## src/rtl/cnna_mul_pipe_if.sv

```systemverilog
// Valid/ready bundle for cnna_mul_pipe: master is the upstream/downstream side, slave is the multiplier.
// in_last exists only when CNNA_MUL_PIPE_ACC_EN is defined.
interface cnna_mul_pipe_if #(
    parameter int DIN0_W = 22,
    parameter int DIN1_W = 13,
    parameter int DOUT_W = 35
);
    logic              in_valid;
    logic              in_ready;
    logic [DIN0_W-1:0] din0;
    logic [DIN1_W-1:0] din1;
    logic              a_sgn;
    logic              b_sgn;
`ifdef CNNA_MUL_PIPE_ACC_EN
    logic              in_last;
`endif
    logic              out_valid;
    logic              out_ready;
    logic [DOUT_W-1:0] dout;
    logic              sat;

    modport master (
`ifdef CNNA_MUL_PIPE_ACC_EN
        output in_last,
`endif
        output in_valid, din0, din1, a_sgn, b_sgn, out_ready,
        input  in_ready, out_valid, dout, sat
    );

    modport slave (
`ifdef CNNA_MUL_PIPE_ACC_EN
        input  in_last,
`endif
        input  in_valid, din0, din1, a_sgn, b_sgn, out_ready,
        output in_ready, out_valid, dout, sat
    );
endinterface

```

## src/rtl/cnna_mul_pipe.sv

```systemverilog
// Pipelined signed/unsigned multiplier with arithmetic shift, saturation and valid/ready stall.
// Optional accumulate-until-last mode is enabled by defining CNNA_MUL_PIPE_ACC_EN.
module cnna_mul_pipe #(
    parameter int DIN0_W    = 22,
    parameter int DIN1_W    = 13,
    parameter int DOUT_W    = 35,
    parameter int NUM_STAGE = 2,
    parameter int SHIFT     = 0
) (
    input  logic           ap_clk,
    input  logic           ap_rst_n,
    cnna_mul_pipe_if.slave bus
);
    localparam int P  = DIN0_W + DIN1_W + 2;
    // Working width holds the accumulator sum with headroom and every clip bound.
    localparam int SW = (P + 10 > DOUT_W + 2) ? P + 10 : DOUT_W + 2;
    localparam int D  = (NUM_STAGE > 1) ? NUM_STAGE - 1 : 1;

    localparam logic signed [SW-1:0] ONE   = SW'(1);
    localparam logic signed [SW-1:0] S_MAX = (ONE <<< (DOUT_W - 1)) - ONE;
    localparam logic signed [SW-1:0] S_MIN = -(ONE <<< (DOUT_W - 1));
    localparam logic signed [SW-1:0] U_MAX = (ONE <<< DOUT_W) - ONE;

    logic                   adv;
    logic                   in_fire;
    logic                   last_c;
    logic signed [DIN0_W:0] a_ext;
    logic signed [DIN1_W:0] b_ext;
    logic signed [P-1:0]    prod_c;
    logic                   cls_c;

    logic                   f_vld;
    logic                   f_cls;
    logic                   f_last;
    logic signed [P-1:0]    f_prod;

    logic signed [SW-1:0]   shifted;
    logic signed [SW-1:0]   sat_in;
    logic signed [SW-1:0]   clipped;
    logic signed [SW-1:0]   max_v;
    logic signed [SW-1:0]   min_v;
    logic                   clip;
    logic                   ovf_any;
    logic [DOUT_W-1:0]      res_d;
    logic                   sat_d;
    logic                   vld_d;

    logic [DOUT_W-1:0]      dout_q [D];
    logic                   sat_q  [D];
    logic                   vld_q  [D];

    assign adv          = ~bus.out_valid | bus.out_ready;
    assign bus.in_ready = adv;
    assign in_fire      = bus.in_valid & adv;

    assign a_ext  = {bus.a_sgn & bus.din0[DIN0_W-1], bus.din0};
    assign b_ext  = {bus.b_sgn & bus.din1[DIN1_W-1], bus.din1};
    assign prod_c = $signed(P'(a_ext)) * $signed(P'(b_ext));
    assign cls_c  = bus.a_sgn | bus.b_sgn;

`ifdef CNNA_MUL_PIPE_ACC_EN
    assign last_c = bus.in_last;
`else
    assign last_c = 1'b1;
`endif

    // Product register in front of the shift/saturate logic; absent when the whole job fits one stage.
    generate
        if (NUM_STAGE > 1) begin : g_pre
            logic                vld_q1;
            logic                cls_q1;
            logic                last_q1;
            logic signed [P-1:0] prod_q1;

            always_ff @(posedge ap_clk or negedge ap_rst_n) begin
                if (!ap_rst_n) begin
                    vld_q1  <= 1'b0;
                    cls_q1  <= 1'b0;
                    last_q1 <= 1'b0;
                    prod_q1 <= '0;
                end else if (adv) begin
                    // NOTE: non-blocking assignments so every register samples pre-edge values, in any order.
                    vld_q1  <= in_fire;
                    cls_q1  <= cls_c;
                    last_q1 <= last_c;
                    prod_q1 <= prod_c;
                end
            end

            assign f_vld  = vld_q1;
            assign f_cls  = cls_q1;
            assign f_last = last_q1;
            assign f_prod = prod_q1;
        end else begin : g_nopre
            assign f_vld  = in_fire;
            assign f_cls  = cls_c;
            assign f_last = last_c;
            assign f_prod = prod_c;
        end
    endgenerate

`ifdef CNNA_MUL_PIPE_ACC_EN
    localparam int AW = P + 8;
    localparam logic signed [SW-1:0] ACC_MAX = (ONE <<< (AW - 1)) - ONE;
    localparam logic signed [SW-1:0] ACC_MIN = -(ONE <<< (AW - 1));

    logic signed [AW-1:0] acc_q;
    logic                 ovf_q;
    logic signed [SW-1:0] acc_sum;
`endif

    always_comb begin
        // NOTE: defaults first so no branch leaves a variable unassigned and infers a latch.
        shifted = $signed(SW'(f_prod)) >>> SHIFT;
        sat_in  = shifted;
        ovf_any = 1'b0;
`ifdef CNNA_MUL_PIPE_ACC_EN
        // The running sum clamps at the accumulator range and remembers that it did.
        acc_sum = $signed(SW'(acc_q)) + shifted;
        if (acc_sum > ACC_MAX) begin
            sat_in  = ACC_MAX;
            ovf_any = 1'b1;
        end else if (acc_sum < ACC_MIN) begin
            sat_in  = ACC_MIN;
            ovf_any = 1'b1;
        end else begin
            sat_in  = acc_sum;
        end
        ovf_any = ovf_any | ovf_q;
`endif
        max_v   = f_cls ? S_MAX : U_MAX;
        min_v   = f_cls ? S_MIN : '0;
        clipped = sat_in;
        clip    = 1'b0;
        if (sat_in > max_v) begin
            clipped = max_v;
            clip    = 1'b1;
        end else if (sat_in < min_v) begin
            clipped = min_v;
            clip    = 1'b1;
        end
        res_d = DOUT_W'(clipped);
        sat_d = clip | ovf_any;
        vld_d = f_vld & f_last;
    end

`ifdef CNNA_MUL_PIPE_ACC_EN
    always_ff @(posedge ap_clk or negedge ap_rst_n) begin
        if (!ap_rst_n) begin
            acc_q <= '0;
            ovf_q <= 1'b0;
        end else if (adv && f_vld) begin
            if (f_last) begin
                acc_q <= '0;
                ovf_q <= 1'b0;
            end else begin
                acc_q <= AW'(sat_in);
                ovf_q <= ovf_any;
            end
        end
    end
`endif

    always_ff @(posedge ap_clk or negedge ap_rst_n) begin
        if (!ap_rst_n) begin
            // NOTE: data registers are reset too, so dout reads 0 rather than stale data after reset.
            for (int i = 0; i < D; i++) begin
                dout_q[i] <= '0;
                sat_q[i]  <= 1'b0;
                vld_q[i]  <= 1'b0;
            end
        end else if (adv) begin
            dout_q[0] <= res_d;
            sat_q[0]  <= sat_d;
            vld_q[0]  <= vld_d;
            for (int i = 1; i < D; i++) begin
                dout_q[i] <= dout_q[i-1];
                sat_q[i]  <= sat_q[i-1];
                vld_q[i]  <= vld_q[i-1];
            end
        end
    end

    assign bus.out_valid = vld_q[D-1];
    assign bus.dout      = dout_q[D-1];
    assign bus.sat       = sat_q[D-1];
endmodule
```

## src/flat_wrapper.sv

```systemverilog
// flat-port wrapper written by rule: the top's interface ports become plain ports
module cnna_mul_pipe_flat 
#(
    parameter int DIN0_W    = 22,
    parameter int DIN1_W    = 13,
    parameter int DOUT_W    = 35,
    parameter int NUM_STAGE = 2,
    parameter int SHIFT     = 0
)
  (ap_clk, ap_rst_n, bus_in_valid, bus_din0, bus_din1, bus_a_sgn, bus_b_sgn, bus_out_ready, bus_in_ready, bus_out_valid, bus_dout, bus_sat);
  cnna_mul_pipe_if #(.DIN0_W(DIN0_W), .DIN1_W(DIN1_W), .DOUT_W(DOUT_W)) bus_i ();
  input  logic ap_clk;
  input  logic ap_rst_n;
  input wire logic [$bits(bus_i.in_valid)-1:0] bus_in_valid;
  input wire logic [$bits(bus_i.din0)-1:0] bus_din0;
  input wire logic [$bits(bus_i.din1)-1:0] bus_din1;
  input wire logic [$bits(bus_i.a_sgn)-1:0] bus_a_sgn;
  input wire logic [$bits(bus_i.b_sgn)-1:0] bus_b_sgn;
  input wire logic [$bits(bus_i.out_ready)-1:0] bus_out_ready;
  output wire logic [$bits(bus_i.in_ready)-1:0] bus_in_ready;
  output wire logic [$bits(bus_i.out_valid)-1:0] bus_out_valid;
  output wire logic [$bits(bus_i.dout)-1:0] bus_dout;
  output wire logic [$bits(bus_i.sat)-1:0] bus_sat;
  assign bus_i.in_valid = bus_in_valid;
  assign bus_i.din0 = bus_din0;
  assign bus_i.din1 = bus_din1;
  assign bus_i.a_sgn = bus_a_sgn;
  assign bus_i.b_sgn = bus_b_sgn;
  assign bus_i.out_ready = bus_out_ready;
  assign bus_in_ready = bus_i.in_ready;
  assign bus_out_valid = bus_i.out_valid;
  assign bus_dout = bus_i.dout;
  assign bus_sat = bus_i.sat;
  cnna_mul_pipe #(.DIN0_W(DIN0_W), .DIN1_W(DIN1_W), .DOUT_W(DOUT_W), .NUM_STAGE(NUM_STAGE), .SHIFT(SHIFT)) u_core (.ap_clk(ap_clk), .ap_rst_n(ap_rst_n), .bus(bus_i));
endmodule
```

## config.mk

```make
export PLATFORM = sky130hd
export DESIGN_NAME = cnna_mul_pipe_flat
export DESIGN_NICKNAME = d
export VERILOG_FILES = /design/src/rtl/cnna_mul_pipe_if.sv /design/src/rtl/cnna_mul_pipe.sv /design/src/flat_wrapper.sv
export SDC_FILE = /design/constraint.sdc
export NUM_CORES = 1
export LEC_CHECK = 0
export CORE_ASPECT_RATIO = 1.4
export CORE_MARGIN = 1.5
export CORE_UTILIZATION = 45
export DETAILED_ROUTE_END_ITERATION = 16
export MAX_ROUTING_LAYER = met4
export PLACE_DENSITY_LB_ADDON = 0.1
export REMOVE_ABC_BUFFERS = 1
export SYNTH_ARGS = -nofsm -noshare
export SYNTH_HDL_FRONTEND = slang
export SYNTH_SLANG_ARGS = --single-unit
```

## constraint.sdc

```tcl
create_clock -name ap_clk -period 2.8 [get_ports ap_clk]
set_input_delay 0.28 -clock ap_clk [delete_from_list [all_inputs] [get_ports ap_clk]]
set_output_delay 0.28 -clock ap_clk [all_outputs]
set_load 0.005 [all_outputs]
```

==> results.json <==
{
  "rsz0062_at_grt": "true",
  "grtUsageTotal": 0.267,
  "status": "complete, but fails checks",
  "min_period_ns": 5.67,
  "fin_ws_ns": -2.87,
  "critPathArrivalTime_ns": 5.86,
  "dieArea_um2": 33200,
  "yosysTopAreaCell": "fa_1",
  "cts_buffers": 9,
  "syn_inst": 1543,
  "ant_nets": 0,
  "dp.cells": 2169,
  "hpwlAfterDp_um": 32000,
  "drive_gt1_frac": 0.311,
  "fin_cells": 2274,
  "slew_violations": 0,
  "syn_to_final_growth_pct": 38.2,
  "violations": "negative setup slack",
  "cts_buffer_depth": 2,
  "cp-start-kind": "primary input",
  "ys_seq_area_frac": 0.133,
  "hold_viol": 0,
  "final_common_cell": "inv_1",
  "cts.clk_slew.worst_paths_ns": 0.06,
  "via_per_inst": 5.15,
  "synth.avg_cell_area_um2": 9.36,
  "ys_async_sr_fraction": 1.00,
  "clock_sinks": 77,
  "ff2ff_setup_slack_ns": 0.19,
  "cp_max_fo": 4,
  "synth-edff-count": 0,
  "die_h_um": 215,
  "drc": 0,
  "setup_tns_ns": -77.92,
  "crit_type": "primary input to flip-flop",
  "r2r_cells": 10,
  "r2r_start": "u_core.f_cls$_DFFE_PN0N_",
  "required_ns": 2.99,
  "hold_path_class": "primary input to asynchronous set/reset pin",
  "vias": 11705,
  "nNetsFinal": 2305,
  "grt_max_degree": 78,
  "insertion_delay_ns": 0.33,
  "final-setup-viol-count": 33,
  "mostFrequentLayoutCells": "inv_1, fa_1, buf_4",
  "die_x_um": 154,
  "finalCritPeriodShare": 2.02,
  "place.port_buffers": 78,
  "first_iter_violations": 594,
  "timing.rr.end": "u_core.bus.dout[13]$_DFFE_PN0N_",
  "ys_ff_latch": 77,
  "yosysWarnings": 0,
  "synth_top_area_share": 0.420,
  "drt_wl_total_um": 41800,
  "yosysUniqueCellTypes": 61,
  "cts_tree": "yes",
  "grt_pass1_wl_um": 66500,
  "fmax_ghz": 0.176,
  "skew_ns": 0.00777,
  "cts-root-buf": "clkbuf_16",
  "post_drt_wl_per_cell_um": 18.4,
  "endpoint_kind": "flip-flop",
  "overflow": 0,
  "synth_area_leaders": "fa_1, dfrtp_1, inv_1, ha_1, nand2_1",
  "rows": 77,
  "cts_hold_repair.buffers": 0,
  "first_global_vias": 12890,
  "drtPass1Iterations": 5,
  "routabilityCongestion": 0.918,
  "antenna_found_initial": 1,
  "syn_area_um2": 14400,
  "initial_core_util": 0.457,
  "cts_max_level": 3,
  "cap_viol_max_count": 0,
  "relSlewSlack": 0.380,
  "synth_flop_cell": "dfrtp_1",
  "fin_util": 0.631,
  "tightest_slew_ns": 0.930,
  "num_io_pins": 79,
  "fp.coreArea_um2": 31600
}
-- how the worst max path moves through the flow --
stage | startpoint | endpoint | cells after the start
2_1_floorplan | bus_b_sgn | u_core.f_prod[35]$_DFFE_PN0N_ | 21
3_3_place_gp | bus_din1[12] | u_core.f_prod[32]$_DFFE_PN0N_ | 26
3_5_place_dp | bus_din1[12] | u_core.f_prod[36]$_DFFE_PN0N_ | 24
4_1_cts | bus_b_sgn | u_core.f_prod[30]$_DFFE_PN0N_ | 27
5_1_grt | bus_b_sgn | u_core.f_prod[31]$_DFFE_PN0N_ | 25
6_report | bus_b_sgn | u_core.f_prod[31]$_DFFE_PN0N_ | 25
-- critical path, cell delays in order --
cell and delay (ns):
buf_8 0.09, nand2_4 0.06, buf_6 0.12, or2_4 0.22, fa_1 0.46, fa_1 0.52
inv_2 0.04, fa_1 0.54, inv_2 0.05, fa_1 0.54, inv_2 0.04, fa_1 0.51
fa_1 0.45, ha_4 0.31, buf_6 0.10, nand2_4 0.04, o21ai_2 0.11, nor4b_4 0.30
a2111oi_4 0.08, buf_4 0.18, o41ai_4 0.32, a21oi_4 0.11, buf_4 0.16, xnor2_2 0.14
a21oi_1 0.07
-- cell usage after synthesis (2+ instances only) --
cell type    n
or3_1        2
and2_1     117
nand3_1      9
nand2_1    229
inv_1      328
and3_1      10
nand4_1     10
a31oi_1      5
o21ai_0     18
a21o_1      13
o21a_1       5
nor3_1       5
ha_1        89
xor2_1      17
o21ai_1     14
dfrtp_1     77
xnor2_1     23
clkbuf_1    72
a21oi_1     45
a221o_1     34
o41ai_2      2
fa_1       303
buf_6        3
nor3_2       2
or2_2        7
a211oi_1     3
nand2b_1     6
nor4_1       2
a21oi_2      3
o211ai_1     2
nor2_1      54
o21bai_1     5
-- through the flow --
step | area [um2] | hold slack, ns | worst slack, ns
finish | 19900 | 0.0888 | -2.87
global route | 19900 | 0.185 | -3.04
CTS | 19300 | 0.130 | -2.93
detailed placement | 17400 | 0.464 | -3.87
global placement | 17400 | 0.452 | -3.84
floorplan | 14100 | -0.0156 | -2.93
-- cells by family (layout without fill, tap and decap cells) --
kind of cell | Yosys count | count (layout) | synth area share
AND/OR/NAND/NOR | 461 | 461 | 0.152
AO/OA/AOI/OAI | 167 | 167 | 0.0852
other | 0 | 2 | 0
flip-flops | 77 | 77 | 0.133
XOR/XNOR | 40 | 40 | 0.0243
adder cells (fa/ha/maj) | 392 | 392 | 0.497
buffers and inverters | 405 | 739 | 0.107
multiplexers | 1 | 1 | 0.000693
-- state kept, by name, indices dropped and copies added (netlist names) --
register and count:
u_core.f_prod 37, u_core.bus.dout 35, u_core.bus.out_valid 1, u_core.bus.sat 1, u_core.f_cls 1, u_core.f_last 1, u_core.f_vld 1
-- layer usage --
| layer | global-route usage | part of all wire |
|---|---|---|
| met5 | - | 0 |
| met4 | 0.0785 | 0.038 |
| met2 | 0.500 | 0.56 |
| met3 | 0.0250 | 0.036 |
| met1 | 0.300 | 0.37 |
-- cell type report --
| cell class | instances | area, um2 |
|---|---|---|
| diodes | 2 | 5.00 |
| clock buffers | 10 | 229 |
| clock inverters | 6 | 71.3 |
| fillers | 2655 | 11700 |
| inverters | 329 | 1240 |
| multi-input cells | 1061 | 12100 |
| flip-flops and latches | 77 | 1930 |
| well taps | 395 | 494 |
| repair buffers | 394 | 3860 |
-- what timing repair did --
| action | 4_1_cts | 5_1_grt |
|---|---|---|
| gates resized for setup | 315 | 161 |
| buffers inserted | 60 | 34 |
| pin swaps | 127 | 108 |
| gates cloned | 9 | 1 |
| endpoints found under the setup margin | 33 | 33 |
Power is left out: the tool's default activity adds up to more than one toggle a clock period on the data nets, which glitch-free logic cannot reach.
